File: src/rtl/ram_fifo_ctrl.sv
// ram_fifo_ctrl
// Synchronous FIFO controller in front of a single-port 8x8 byte RAM.
// After reset it zero-fills every RAM location (busy=1), then runs the RAM
// as a circular buffer, arbitrating producer writes and consumer reads onto
// the one RAM port, at most one access per cycle.
//
// Ports:
//   clk, rst            clock and synchronous active-high reset
//   clr                 flush: pointers and count cleared, RAM untouched
//   wr_en, wr_data      producer request and byte; wr_ack when accepted
//   rd_en               consumer request; rd_ack when accepted
//   rd_data, rd_valid   registered read byte and its one-cycle strobe
//   full, empty, count  occupancy status (count is 0..DEPTH)
//   busy                high while the RAM is being zero-filled
//   ram_addr, ram_d_in, ram_cs, ram_rw (1 = write), ram_d_out  RAM port
module ram_fifo_ctrl #(
   parameter int AW    = 3,
   parameter int DW    = 8,
   parameter int DEPTH = 8    // must equal 2**AW so pointers wrap naturally
) (
   input  logic          clk,
   input  logic          rst,
   input  logic          clr,
   input  logic          wr_en,
   input  logic [DW-1:0] wr_data,
   output logic          wr_ack,
   input  logic          rd_en,
   output logic          rd_ack,
   output logic [DW-1:0] rd_data,
   output logic          rd_valid,
   output logic          full,
   output logic          empty,
   output logic [AW:0]   count,
   output logic          busy,
   output logic [AW-1:0] ram_addr,
   output logic [DW-1:0] ram_d_in,
   output logic          ram_cs,
   output logic          ram_rw,
   input  logic [DW-1:0] ram_d_out
);

   localparam logic [AW:0]   COUNT_MAX = (AW+1)'(DEPTH);
   localparam logic [AW-1:0] LAST_ADDR = AW'(DEPTH - 1);

   typedef enum logic {ST_INIT, ST_RUN} state_t;

   state_t        state, state_next;
   logic [AW-1:0] init_addr;
   logic [AW-1:0] wr_ptr;
   logic [AW-1:0] rd_ptr;
   logic          prio;
   logic          run;
   logic          wr_ok;
   logic          rd_ok;
   logic          contested;
   logic          do_wr;
   logic          do_rd;

   assign full  = (count == COUNT_MAX);
   assign empty = (count == '0);
   assign busy  = (state == ST_INIT);

   // A flush cycle grants nothing. When both sides are eligible, prio picks
   // the winner (0 = read); a lone eligible request always wins.
   assign run       = (state == ST_RUN) && !clr;
   assign wr_ok     = wr_en && !full;
   assign rd_ok     = rd_en && !empty;
   assign contested = wr_ok && rd_ok;
   assign do_wr     = run && wr_ok && (!rd_ok || prio);
   assign do_rd     = run && rd_ok && (!wr_ok || !prio);

   // State register
   always_ff @(posedge clk) begin
      if (rst) state <= ST_INIT;
      else     state <= state_next;
   end

   // Zero-fill ends after the cycle that writes the last address
   always_comb begin
      state_next = state;
      if (state == ST_INIT && init_addr == LAST_ADDR) state_next = ST_RUN;
   end

   // RAM port and acknowledges; the RAM is idle with all-zero outputs
   // whenever nothing is granted
   always_comb begin
      wr_ack   = 1'b0;
      rd_ack   = 1'b0;
      ram_cs   = 1'b0;
      ram_rw   = 1'b0;
      ram_addr = '0;
      ram_d_in = '0;
      if (state == ST_INIT) begin
         ram_cs   = 1'b1;
         ram_rw   = 1'b1;
         ram_addr = init_addr;
      end else if (do_wr) begin
         wr_ack   = 1'b1;
         ram_cs   = 1'b1;
         ram_rw   = 1'b1;
         ram_addr = wr_ptr;
         ram_d_in = wr_data;
      end else if (do_rd) begin
         rd_ack   = 1'b1;
         ram_cs   = 1'b1;
         ram_addr = rd_ptr;
      end
   end

   // Pointers, occupancy, read capture and arbitration priority. The RAM
   // read is combinational, so the byte is captured at the end of the
   // granted cycle and presented with rd_valid one cycle after rd_ack.
   always_ff @(posedge clk) begin
      if (rst) begin
         init_addr <= '0;
         wr_ptr    <= '0;
         rd_ptr    <= '0;
         count     <= '0;
         rd_data   <= '0;
         rd_valid  <= 1'b0;
         prio      <= 1'b0;
      end else if (state == ST_INIT) begin
         init_addr <= init_addr + AW'(1);
         rd_valid  <= 1'b0;
      end else if (clr) begin
         wr_ptr    <= '0;
         rd_ptr    <= '0;
         count     <= '0;
         rd_valid  <= 1'b0;
      end else begin
         rd_valid <= do_rd;
         if (do_wr) begin
            wr_ptr <= wr_ptr + AW'(1);
            count  <= count + (AW+1)'(1);
         end
         if (do_rd) begin
            rd_ptr  <= rd_ptr + AW'(1);
            count   <= count - (AW+1)'(1);
            rd_data <= ram_d_out;
         end
         if (contested) prio <= !prio;
      end
   end

endmodule

File: config.mk
export PLATFORM = sky130hd
export DESIGN_NAME = ram_fifo_ctrl
export DESIGN_NICKNAME = d
export VERILOG_FILES = /design/src/rtl/ram_fifo_ctrl.sv
export SDC_FILE = /design/constraint.sdc
export NUM_CORES = 1
export LEC_CHECK = 0
export BUFFER_PORTS_ARGS = -buffer_cell sky130_fd_sc_hd__buf_2
export CORE_MARGIN = 5
export CORE_UTILIZATION = 51
export DETAILED_ROUTE_END_ITERATION = 6
export GPL_TIMING_DRIVEN = 0
export PLACE_DENSITY = 0.89
export SYNTH_ARGS = -nofsm -noshare
export SYNTH_HDL_FRONTEND = slang
export SYNTH_SLANG_ARGS = --single-unit
File: constraint.sdc
create_clock -name clk -period 6.6 [get_ports clk]
set_clock_uncertainty 0.1 [all_clocks]
set_input_delay 0.66 -clock clk [delete_from_list [all_inputs] [get_ports clk]]
set_output_delay 0.66 -clock clk [all_outputs]
set_load 0.03 [all_outputs]
==> results by group <==
Clocking
  • Clock slew at reported path FFs: 0.13 ns
  • CTS tree: done
  • Clk Tree Root Cell: clkbuf_4
  • Clock latency at the later pin of the worst-skew pair: 0.31 ns
  • Post-CTS resize count: 0
  • H-Tree Depth: 1
  • Hold_buf cts: 0
  • CTS sink cnt: 24
  • Post-CTS Setup Repair Bufs: 0
  • Inserted Clock Buffers: 3
  • Max clock buf depth: 2

Finish
  • Fin util: 65.7%
  • Area grow syn2layout: 24.3%
  • Fraction of final layout cells sized beyond drive strength 1: 36.7%
  • Final nets: 226
  • # diodes: 0

GRT
  • Initial antenna violation count: 0
  • Total track usage: 19.0%
  • Pin count of the biggest net entering global routing: 13
  • Number of global-route vias before repair: 1,236
  • First-pass GRT wire length: 5310 µm
  • Total grt overflow: 0

Die
  • Core Region: 2450 µm²
  • Row Count: 18
  • Die width: 60.5 µm
  • Die height: 60.5 µm
  • Die area: 3660 µm²
  • Initial Utilization: 52.9%
  • Num ports: 52

Pwr
  • Power density cells: 147 nW/µm²
  • Net Sw Power: 57.2 µW
  • Leakage: 0.000736 µW
  • Switch share: 24.1%
  • Internal Power: 180 µW
  • Total chip power: 237 µW
  • Clock share of power: 26.8%
  • Flop pwr share: 62.4%
  • Logic pwr share: 10.8%
  • VDD IR max: 0.000173 V

Detailed routing
  • DR WL/cell: 13.7 µm
  • Routed length on met2: 1560 µm
  • Vias per cell: 5.27
  • Routed WL: 3090 µm
  • Met1 WL: 1250 µm
  • Met3 Wirelength: 227 µm
  • Routed via count: 1,190
  • Detailed-route DRC error count: 0
  • DR top layer: met4
  • Antenna-violating nets left: 0
  • Initial DRT Pass Iterations: 4
  • Drt initial violations: 40

STA
  • Peak Freq: 0.315 GHz
  • Slew Limit Headroom: 61.9%
  • Minimum clock period: 3.18 ns
  • Worst Tran Pin Value: 0.572 ns
  • RSZ-0062 raised after global routing: false
  • Fin Setup TNS: 0 ns
  • Final worst path period share: 48.2%
  • Final hold vios: 0
  • Final Setup Violations: 0
  • Max Slew Vio Count: 0

Critical path
  • Worst path required time: 5.84 ns
  • CP startpoint kind: flop
  • Worst-path fanout max: 10
  • Setup crit end kind: primary output
  • WS Path Type: reg2out
  • Crit path arrival time: 2.42 ns

Status
  • Outcome: completed

Placement
  • Hpwl dp: 2470 µm
  • Port Buffers: 51
  • Final Wtd Congestion: 0.761

Synthesis
  • Sequential area share after synthesis: 37.0%
  • Distinct cells, synth: 37
  • Post-synthesis cell area: 1300 µm²
  • Synth Warn #: 0
  • Seq cells post-synth: 24
  • Syn Area/Cell: 9.15 µm²
  • Post-Synthesis Cells: 142
  • Mapped Nets: 170

Hold path
  • Hold Crit Class: reg2reg

Flow run
  • Max Cap Viol: 0
## layout make-up
type,count,area [µm²]
multi-input cells,106,734
plain buffers,6,58.8
repair buffers,51,255
well taps,30,37.5
fillers,218,841
clock buffers,3,22.5
flip-flops and latches,24,480
inverters,6,25.0
## worst paths after layout
| check | depth (start not counted) | end | slack [ns] | startpoint |
|---|---|---|---|---|
| min | 2 | rd_data[2] | 0.36 | rd_data[2] |
| min reg2reg | 2 | rd_data[2] | 0.36 | rd_data[2] |
| max reg2reg | 8 | count[3] | 3.44 | count[0] |
| max | 6 | ram_d_in[4] | 3.42 | count[0] |
## critical path, cell delays in order (launching register included)
cell and delay (ns):
dfxtp_1 0.42, o41ai_4 0.60, o2111ai_2 0.30, inv_1 0.23, buf_2 0.21, and2_1 0.14, buf_2 0.19
## power by group through the flow
stage          registers [µW]  logic [µW]  clock network [µW]
2_1_floorplan             151        14.9                   0
3_3_place_gp              151        24.8                   0
3_5_place_dp              151        25.7                   0
4_1_cts                   148        25.8                66.1
5_1_grt                   148        29.1                71.1
6_report                  148        25.5                63.5
## sequential cells by signal, indices dropped and copies added (netlist names)
name	cells
count	4
init_addr	3
prio	1
rd_data	8
rd_ptr	3
rd_valid	1
state	1
wr_ptr	3
## kinds of logic (layout without fill, tap and decap cells)
group	Yosys count	after routing	synth area share, %
and+or+nand+nor	62	62	24.0
AOI/OAI and AO/OA	30	30	19.0
DFF	24	24	37.0
buffers and inverters	12	66	6.45
adders and majority gates	7	7	7.32
muxes	6	6	5.59
xor gates and xnor gates	1	1	0.674
## per-stage QoR
| step | hold slack, ns | setup slack, ns | cell area, µm² | std cells |
|---|---|---|---|---|
| floorplan | 0.362 | 3.49 | 1300 | 142 |
| detailed placement | 0.346 | 3.44 | 1590 | 223 |
| CTS | 0.365 | 3.41 | 1610 | 226 |
| global placement | 0.338 | 3.49 | 1590 | 223 |
| global route | 0.390 | 3.21 | 1610 | 226 |
| finish | 0.361 | 3.42 | 1610 | 226 |
## synth_stat cells
cell type,n,area (µm²)
and2_1,8,50.1
a221o_2,3,33.8
o22ai_1,1,6.26
nor3_1,1,5.00
buf_6,2,22.5
clkbuf_8,2,27.5
buf_1,1,3.75
a21o_2,2,17.5
or4_1,1,7.51
nand2b_1,5,31.3
o31ai_1,1,7.51
ha_1,6,75.1
inv_1,5,18.8
nor2b_1,4,25.0
o21a_1,1,7.51
mux2i_4,1,22.5
xnor2_1,1,8.76
a21boi_0,1,7.51
nand4b_1,1,8.76
nor3b_1,1,7.51
a211o_1,1,8.76
nand2_1,27,101
mux2i_1,5,50.1
buf_2,1,5.00
inv_4,1,6.26
dfxtp_1,24,480
nor4_1,1,6.26
o41ai_4,1,27.5
or2_2,2,12.5
fa_1,1,20.0
a21oi_1,16,80.1
or4b_4,1,13.8
a311oi_1,1,8.76
a311oi_4,1,26.3
nor2_1,6,22.5
nand3_1,4,20.0
o2111ai_2,1,15.0
## layout by cell type (no fill, tap or decap), types with 3 or more instances in the layout
cell      Yosys  routed
a21oi_1      16      16
a221o_2       3       3
and2_1        8       8
buf_2         1      52
clkbuf_4      0       3
dfxtp_1      24      24
ha_1          6       6
inv_1         5       5
mux2i_1       5       5
nand2_1      27      27
nand2b_1      5       5
nand3_1       4       4
nor2_1        6       6
nor2b_1       4       4
## metal layers
metal / GRT usage, % / vias up
met1: 22.1 / 547
li1: - / 602
met5: 0 / -
met2: 34.1 / 35
met4: 5.57 / 0
met3: 5.11 / 6
Power figures use the tool's default switching activity.
